--- src/rtl/alu_ctrl_seq.sv ---
// ---------------------------------------------------------------------------
// alu_ctrl_seq
//
// Sequential ALU control decoder. A request (funct + ALUOp) is accepted
// with a valid/ready handshake. The decoded ALU operation code, result mux
// select and illegal flag are returned as a registered result with a second
// valid/ready handshake. Single-cycle operations are returned on the next
// cycle. When the optional multiply/divide support is built, MULT and DIV
// are returned after a programmable latency spent in a BUSY state.
//
// Optional feature macro: ALU_CTRL_MULDIV_EN
//   defined   -> MULT/DIV decode through BUSY with MUL_LAT / DIV_LAT latency
//   undefined -> MULT/DIV are illegal, BUSY is never entered, busy_o is 0
//
// Parameters
//   OP_W     width of ALU_operation_o (4-bit codes are zero-extended)
//   MUL_LAT  cycles from MULT accept to valid_o (2..15)
//   DIV_LAT  cycles from DIV accept to valid_o (2..15)
//
// Ports
//   clk_i            clock, all state on the rising edge
//   rst_i            synchronous active-high reset
//   valid_i          upstream request valid
//   ready_o          block can accept a request this cycle
//   funct_i[5:0]     R-type function field
//   ALUOp_i[2:0]     main-control ALU op class
//   valid_o          registered result valid
//   ready_i          downstream accepts the result
//   ALU_operation_o  ALU operation code
//   FURslt_o[1:0]    result mux select (00 ALU, 01 shifter, 10 LUI, 11 mul/div)
//   illegal_o        delivered request was not in the decode table
//   busy_o           high while a multiply/divide is in progress
// ---------------------------------------------------------------------------
module alu_ctrl_seq #(
  parameter int OP_W    = 4,
  parameter int MUL_LAT = 4,
  parameter int DIV_LAT = 8
) (
  input  logic            clk_i,
  input  logic            rst_i,
  input  logic            valid_i,
  output logic            ready_o,
  input  logic [5:0]      funct_i,
  input  logic [2:0]      ALUOp_i,
  output logic            valid_o,
  input  logic            ready_i,
  output logic [OP_W-1:0] ALU_operation_o,
  output logic [1:0]      FURslt_o,
  output logic            illegal_o,
  output logic            busy_o
);

  typedef enum logic [1:0] {
    IDLE = 2'd0,
    OUT  = 2'd1,
    BUSY = 2'd2
  } state_e;

  state_e          state_q, state_d;
  logic [OP_W-1:0] op_q, op_d;
  logic [1:0]      fur_q, fur_d;
  logic            ill_q, ill_d;

  logic            accept;
  logic [3:0]      dec_op;
  logic [1:0]      dec_fur;
  logic            dec_ill;

`ifdef ALU_CTRL_MULDIV_EN
  // The counter starts at LAT-1 so that BUSY lasts exactly LAT cycles.
  localparam logic [3:0] MUL_LOAD = 4'(MUL_LAT - 1);
  localparam logic [3:0] DIV_LOAD = 4'(DIV_LAT - 1);

  logic       dec_long;
  logic       dec_div;
  logic [3:0] cnt_q, cnt_d;
  logic       pend_div_q, pend_div_d;
`else
  // Latency parameters have no role without multiply/divide support.
  logic unused_lat;
  assign unused_lat = ^{4'(MUL_LAT), 4'(DIV_LAT)};
`endif

  // Handshake: ready is forced low during reset so nothing is accepted.
  assign ready_o = !rst_i && ((state_q == IDLE) || (state_q == OUT && ready_i));
  assign accept  = valid_i && ready_o;

  assign valid_o         = (state_q == OUT);
  assign ALU_operation_o = op_q;
  assign FURslt_o        = fur_q;
  assign illegal_o       = ill_q;
`ifdef ALU_CTRL_MULDIV_EN
  assign busy_o = (state_q == BUSY);
`else
  assign busy_o = 1'b0;
`endif

  // Decode table. Anything not listed is flagged illegal with op 0 / sel 00.
  always_comb begin
    dec_op  = 4'b0000;
    dec_fur = 2'b00;
    dec_ill = 1'b0;
`ifdef ALU_CTRL_MULDIV_EN
    dec_long = 1'b0;
    dec_div  = 1'b0;
`endif
    case (ALUOp_i)
      3'b010: begin
        case (funct_i)
          6'b010011: dec_op = 4'b0010;
          6'b010001: dec_op = 4'b0110;
          6'b010100: dec_op = 4'b0000;
          6'b010110: dec_op = 4'b0001;
          6'b010101: dec_op = 4'b1100;
          6'b110000: dec_op = 4'b0111;
          6'b000000: begin dec_op = 4'b0011; dec_fur = 2'b01; end
          6'b000010: begin dec_op = 4'b0100; dec_fur = 2'b01; end
          6'b000110: dec_op = 4'b0101;
          6'b000100: dec_op = 4'b1000;
`ifdef ALU_CTRL_MULDIV_EN
          6'b011000: dec_long = 1'b1;
          6'b011010: begin dec_long = 1'b1; dec_div = 1'b1; end
`endif
          default:   dec_ill = 1'b1;
        endcase
      end
      3'b011, 3'b000: dec_op = 4'b0010;
      3'b001:         dec_op = 4'b0110;
      3'b100:         dec_fur = 2'b10;
      default:        dec_ill = 1'b1;
    endcase
  end

  // Next-state logic. Result registers only change when a new result is
  // delivered, so they hold their value through IDLE and BUSY.
  always_comb begin
    state_d = state_q;
    op_d    = op_q;
    fur_d   = fur_q;
    ill_d   = ill_q;
`ifdef ALU_CTRL_MULDIV_EN
    cnt_d      = cnt_q;
    pend_div_d = pend_div_q;
`endif
    case (state_q)
      IDLE, OUT: begin
        if (state_q == OUT && !ready_i) begin
          state_d = OUT;
        end else if (accept) begin
`ifdef ALU_CTRL_MULDIV_EN
          if (dec_long) begin
            state_d    = BUSY;
            cnt_d      = dec_div ? DIV_LOAD : MUL_LOAD;
            pend_div_d = dec_div;
          end else begin
            state_d = OUT;
            op_d    = OP_W'(dec_op);
            fur_d   = dec_fur;
            ill_d   = dec_ill;
          end
`else
          state_d = OUT;
          op_d    = OP_W'(dec_op);
          fur_d   = dec_fur;
          ill_d   = dec_ill;
`endif
        end else begin
          state_d = IDLE;
        end
      end
`ifdef ALU_CTRL_MULDIV_EN
      BUSY: begin
        if (cnt_q == 4'd0) begin
          state_d = OUT;
          op_d    = pend_div_q ? OP_W'(4'b1010) : OP_W'(4'b1001);
          fur_d   = 2'b11;
          ill_d   = 1'b0;
        end else begin
          cnt_d = cnt_q - 4'd1;
        end
      end
`endif
      default: state_d = IDLE;
    endcase
  end

  // State and result registers with synchronous reset.
  always_ff @(posedge clk_i) begin
    if (rst_i) begin
      state_q <= IDLE;
      op_q    <= '0;
      fur_q   <= 2'b00;
      ill_q   <= 1'b0;
`ifdef ALU_CTRL_MULDIV_EN
      cnt_q      <= 4'd0;
      pend_div_q <= 1'b0;
`endif
    end else begin
      state_q <= state_d;
      op_q    <= op_d;
      fur_q   <= fur_d;
      ill_q   <= ill_d;
`ifdef ALU_CTRL_MULDIV_EN
      cnt_q      <= cnt_d;
      pend_div_q <= pend_div_d;
`endif
    end
  end

endmodule

--- config.mk ---
export PLATFORM = sky130hd
export DESIGN_NAME = alu_ctrl_seq
export DESIGN_NICKNAME = d
export VERILOG_FILES = /design/src/rtl/alu_ctrl_seq.sv
export SDC_FILE = /design/constraint.sdc
export NUM_CORES = 1
export LEC_CHECK = 0
export BUFFER_PORTS_ARGS = -buffer_cell sky130_fd_sc_hd__buf_2
export CAP_MARGIN = 10
export CORE_MARGIN = 4
export CORE_UTILIZATION = 42
export CTS_CLUSTER_DIAMETER = 200
export CTS_CLUSTER_SIZE = 25
export DETAILED_ROUTE_END_ITERATION = 6
export PLACE_DENSITY_LB_ADDON = 0.15
export SLEW_MARGIN = 25
export SYNTH_ARGS = -nofsm -noshare
export SYNTH_HDL_FRONTEND = slang
export SYNTH_SLANG_ARGS = --single-unit
--- constraint.sdc ---
create_clock -name clk_i -period 1.3 [get_ports clk_i]
set_input_delay 0.13 -clock clk_i [delete_from_list [all_inputs] [get_ports clk_i]]
set_output_delay 0.13 -clock clk_i [all_outputs]
set_load 0.005 [all_outputs]
### Word level (Yosys, flattened, before mapping)

Index checks and enable logic that the tools add are counted.

* equal/unequal tests: 14
* muxes and demuxes: 8
* bitwise logic cells: 2
* reductions and logical operators: 18

Operators with widths (count)
* $pmux W4 S9: 1
* $eq A6 B5 Y1 const B: 5
* $eq A6 B3 Y1 const B: 2
* $pmux W4 S3: 1
* $reduce_or A10 Y1: 1
* $reduce_or A2 Y1: 4
* $eq A3 B2 Y1 const B: 2
* $eq A6 B2 Y1 const B: 1
* $eq A6 B6 Y1 const B: 1
* $logic_not A6 Y1: 1
* $logic_and A1 B1 Y1: 4
* $mux W1: 4
* $pmux W2 S2: 1
* $reduce_or A4 Y1: 1
* $eq A3 B1 Y1 const B: 1
* $eq A3 B3 Y1 const B: 1
* $logic_not A3 Y1: 1
* $reduce_and A3 Y1: 1
* $reduce_or A3 Y1: 1
* $eq A2 B1 Y1 const B: 1
* $logic_not A1 Y1: 2
* $logic_not A2 Y1: 1
* $not A1 Y1: 2
* $pmux W1 S2: 1
* $logic_or A1 B1 Y1: 1

* output and inout port bits: 10
* register bits: 9
* word-level logic and storage cells: 47

### Logic depth before layout (Yosys ltp)

* depth after elaboration: 7
* mapped depth: 5

### Worst setup path before layout

No wires, ideal clock.

* path type: register to register
* from: reg state_q[0]
* to: reg ill_q, in the netlist illegal_o
* path buffers: 1
* data arrival time: 1.084 ns
* setup slack: 0.086 ns
* stages on the path, launching flop included: 6
* cells stage by stage: dfxtp_1 > nor2b_1 > nor3b_4 > buf_4 > nand3b_1 > o311ai_1

* cells in the longest elaborated chain, start to end: 6
* elaborated cells on any way between the ends: 10
* those cells by class: eq/ne (1); bitwise (1); reduce/logical (8)

RTL lines
* start: declaration: line 59 `state_e state_q, state_d;`
* start signal: assignment: line 199 `state_q <= state_d;`
* $eq A2 B1 Y1: line 85, 145, 147
* $logic_and A1 B1 Y1: line 85 `assign ready_o = !rst_i && ((state_q == IDLE) || (state_q == OUT && ready_i));`
* $logic_or A1 B1 Y1: line 85
* $logic_and A1 B1 Y1: line 85
* $logic_and A1 B1 Y1: line 86 `assign accept = valid_i && ready_o;`
* $reduce_and A3 Y1 (no source line) *
* end signal: assignment: line 202 `ill_q <= ill_d;`
* end: declaration: line 62 `logic ill_q, ill_d;`

Mark *: on every way between the ends. The rest lies on a longest branch, timed or not.
A chain may end at the register's enable or synchronous reset.

### Worst setup path after layout

* from: reg state_q[0]
* to: reg op_q[2], in the netlist ALU_operation_o[2]

* cells in the longest elaborated chain, start to end: 6
* elaborated cells on any way between the ends: 10
* those cells by class: eq/ne (1); bitwise (1); reduce/logical (8)

RTL lines
* $eq A2 B1 Y1: line 85, 145, 147
* $logic_and A1 B1 Y1: line 85
* $logic_or A1 B1 Y1: line 85
* $logic_and A1 B1 Y1: line 85
* $logic_and A1 B1 Y1: line 86
* $reduce_and A3 Y1 (no source line) *
* end signal: assignment: line 200 `op_q <= op_d;`
* end: declaration: line 60 `logic [OP_W-1:0] op_q, op_d;`

Marks and branches as above.

==> run_results.csv <==
group,metric,value,unit
pwr,peakVddDrop,0.5448,mV
die,start_util,0.4539,
finish,postLayoutCellArea,792.0,µm²
timing,hold_violations,0,
synthesis,synth_seq_cells,8,
cts,cts_buffers,3,
finish,post-route-util,0.6011,
global_routing,antenna_found_initial,0,
critical_path,critical_path_class,"register to register",
timing,skew,5.624,ps
cts,h-tree-depth,1,
critical_path,r2r_slack,30,ps
critical_path,slowest_stage,"dfxtp_2",
synthesis,yosysWarnings,0,
place,dp.cells,108,
finish,fill_cells,141,
critical_path,timing.rr.end,"ALU_operation_o[2]$_SDFFE_PP0P_",
synthesis,synth_edf_count,0,
timing,setup_slack,26.95,ps
critical_path,reg2regPathDepth,5,
pwr,p_total,0.6098,mW
cts,clkTransAtPathRegs,60,ps
pwr,p_int,0.4432,mW
finish,diodes,0,
finish,drive_gt1_frac,0.4000,
die,die_width,45.74,µm
pwr,power.leakage,0.3366,nW
die,core_area,1318,µm²
place,gp_congestion,0.6995,
synthesis,synthFlopType,"dfxtp_1",
detailed_routing,ant_nets,0,
finish,syn_to_final_growth,32.43,%
finish,fin_cells,115,
detailed_routing,route.detailed.drc,0,
cts,hold_buffers,0,
critical_path,crit_chain,"nor2b_4 > nor3b_4 > buf_12 > mux2i_2 > o22ai_1",
synthesis,ys_types,33,
detailed_routing,via_count,606,
pwr,seq_power_share,0.425,
timing,fin_hold_ws,111.7,ps
cts,cts_tree,"yes",
critical_path,critical_path.endpoint_type,"register",
timing,min_period,1273,ps
pwr,switching_share,0.2732,
place,hpwlAfterDp,1026,µm
cts,clk_latency,250,ps
synthesis,synth.net_count,88,
timing,setup_violations,0,
global_routing,grt_util_all_layers,0.1438,
die,fp.dieArea,2092,µm²
cts,cts_buffer_depth,2,
critical_path,startpoint_type,"register",
pwr,p_comb_frac,0.266,
die,ios,23,
place,port_buffers,21,
global_routing,grt_max_degree,16,
cts,cts.sinks,8,
critical_path,reg2reg_from,"state_q[0]$_SDFF_PP0_",
synthesis,syn-cell-area,598.1,µm²
die,die_h,45.74,µm
global_routing,gr-total-overflow,0,
synthesis,synth_area_leaders,"dfxtp_1 (27%), nor2_1 (4.4%), nand2b_1 (4.2%)",
timing,drv_slew,0,
worst_hold_path,whs_path_depth,3,
detailed_routing,first_pass_iters,4,
die,num_rows,13,
place,placedInstanceArea,709.4,µm²
detailed_routing,drt-total-wl,1473,µm
pwr,p_per_area,769.9,nW/µm²
cts,root_buffer,"clkbuf_4",
global_routing,grt_pass1_vias,513,
timing,tns,0,ps
global_routing,grt_pass1_wl,2180,µm
synthesis,syn_inst,75,
job,maxCapViolCount,0,
timing,fmax,785.5,MHz
critical_path,cp_max_fo,7,
critical_path,crit_required,1430,ps
status,status,"completed",
pwr,switchingPower,0.1666,mW
synthesis,synth.largest_area_cell,"dfxtp_1",
finish,nets,115,
synthesis,synth.yosys.seq_area_share,0.2678,
place,dp_worst_setup_slack,54.43,ps
pwr,p_clk_frac,0.309,
synthesis,syn_area_per_cell,7.974,µm²
synthesis,synthArstFlopShare,0,
timing,fin_crit_sh,0.9793,
critical_path,cp.arrival,1410,ps
critical_path,max_stage_delay,310,ps
detailed_routing,vias_per_cell,5.270,
synthesis,synth_top_area_frac,0.2678,
worst_hold_path,hp-class,"input port to register",
worst_hold_path,hold-path-endpoint,"state_q[0]$_SDFF_PP0_",
worst_hold_path,hp-start,"valid_i",
detailed_routing,drt-wirelength-per-cell,12.81,µm
detailed_routing,drtIter0Drc,14,
## worst max-delay path, delay by kind of cell (launching register included)
family                 cells  cell delay (ps)
multiplexers               1              190
flip-flops                 1              310
AND/OR/NAND/NOR            2              390
AO/OA/AOI/OAI              1              100
buffers and inverters      1              160
## metal layers
metal	track usage	wire length [µm]	up-vias
met3	0.06719	80	0
met4	0.03409	0	0
met2	0.2145	693	11
met5	0	0	-
li1	-	-	319
met1	0.1872	699	276
## placed cells by master (no fill, tap or decap), drive strengths merged, types with 3 or more instances in the layout
cell type	synthesis	layout
nor3b	3	3
nand2b	4	4
dfxtp	8	8
nand2	3	3
a21oi	4	4
nor2b	4	4
buf	7	28
nand3b	3	3
nand3	4	4
nor2	7	7
nor4	4	4
nor3	3	3
clkbuf	0	4
## power groups by stage
stage / Combinational [mW] / Clock, mW / Sequential, mW
detailed placement: 0.140 / 0 / 0.264
global placement: 0.138 / 0 / 0.264
floorplan: 0.0896 / 0 / 0.265
global route: 0.179 / 0.212 / 0.260
finish: 0.162 / 0.188 / 0.259
CTS: 0.140 / 0.197 / 0.259
## logic make-up (layout without fill, tap and decap cells)
group,Yosys count,count (layout),synth area share
AOI/OAI and AO/OA,13,13,0.1423
xor gates and xnor gates,1,1,0.01465
buffers and inverters,9,34,0.1046
DFF,8,8,0.2678
muxes,3,3,0.05230
other,1,1,0.006270
and+or+nand+nor,40,40,0.4121
## area by class of cell
cell class | count | area [µm²] | area share
clock buffer | 3 | 22.52 | 0.02844
inverter | 2 | 7.507 | 0.009479
sequential | 8 | 161.4 | 0.2038
tap | 15 | 18.77 | 0.02370
multi-input combinational | 58 | 386.6 | 0.4882
timing repair buffer | 29 | 195.2 | 0.2464
## worst max path at each step
stage / startpoint / to / slack [ps] / depth (start not counted)
after CTS: state_q[0]$_SDFF_PP0_ / illegal_o$_SDFFE_PP0P_ / 50 / 5
after floorplan: state_q[0]$_SDFF_PP0_ / illegal_o$_SDFFE_PP0P_ / 90 / 5
after global placement: funct_i[0] / illegal_o$_SDFFE_PP0P_ / 70 / 5
final: state_q[0]$_SDFF_PP0_ / ALU_operation_o[2]$_SDFFE_PP0P_ / 30 / 5
after global routing: state_q[0]$_SDFF_PP0_ / ALU_operation_o[2]$_SDFFE_PP0P_ / -60 / 5
after detailed placement: funct_i[0] / illegal_o$_SDFFE_PP0P_ / 50 / 5
## cell usage after synthesis (all sizes together), types with 2 or more instances
library cell / n
a21boi: 2
buf: 7
nand2: 3
nand3: 4
dfxtp: 8
nor3: 3
nor2: 7
mux2i: 2
inv: 2
or3: 2
nor2b: 4
nor3b: 3
nand3b: 3
nor4: 4
nand2b: 4
a21oi: 4
a31oi: 2
## state kept, by name, summed over array words and instances, names as in the netlist
signal,flops
illegal_o,1
state_q,1
ALU_operation_o,4
FURslt_o,2
## what timing repair did
item                                    CTS  global route
endpoints found under the setup margin    0             3
gates resized for setup                   0             4
setup buffers                             0             3
No activity file was read; power rests on OpenSTA's default activity.
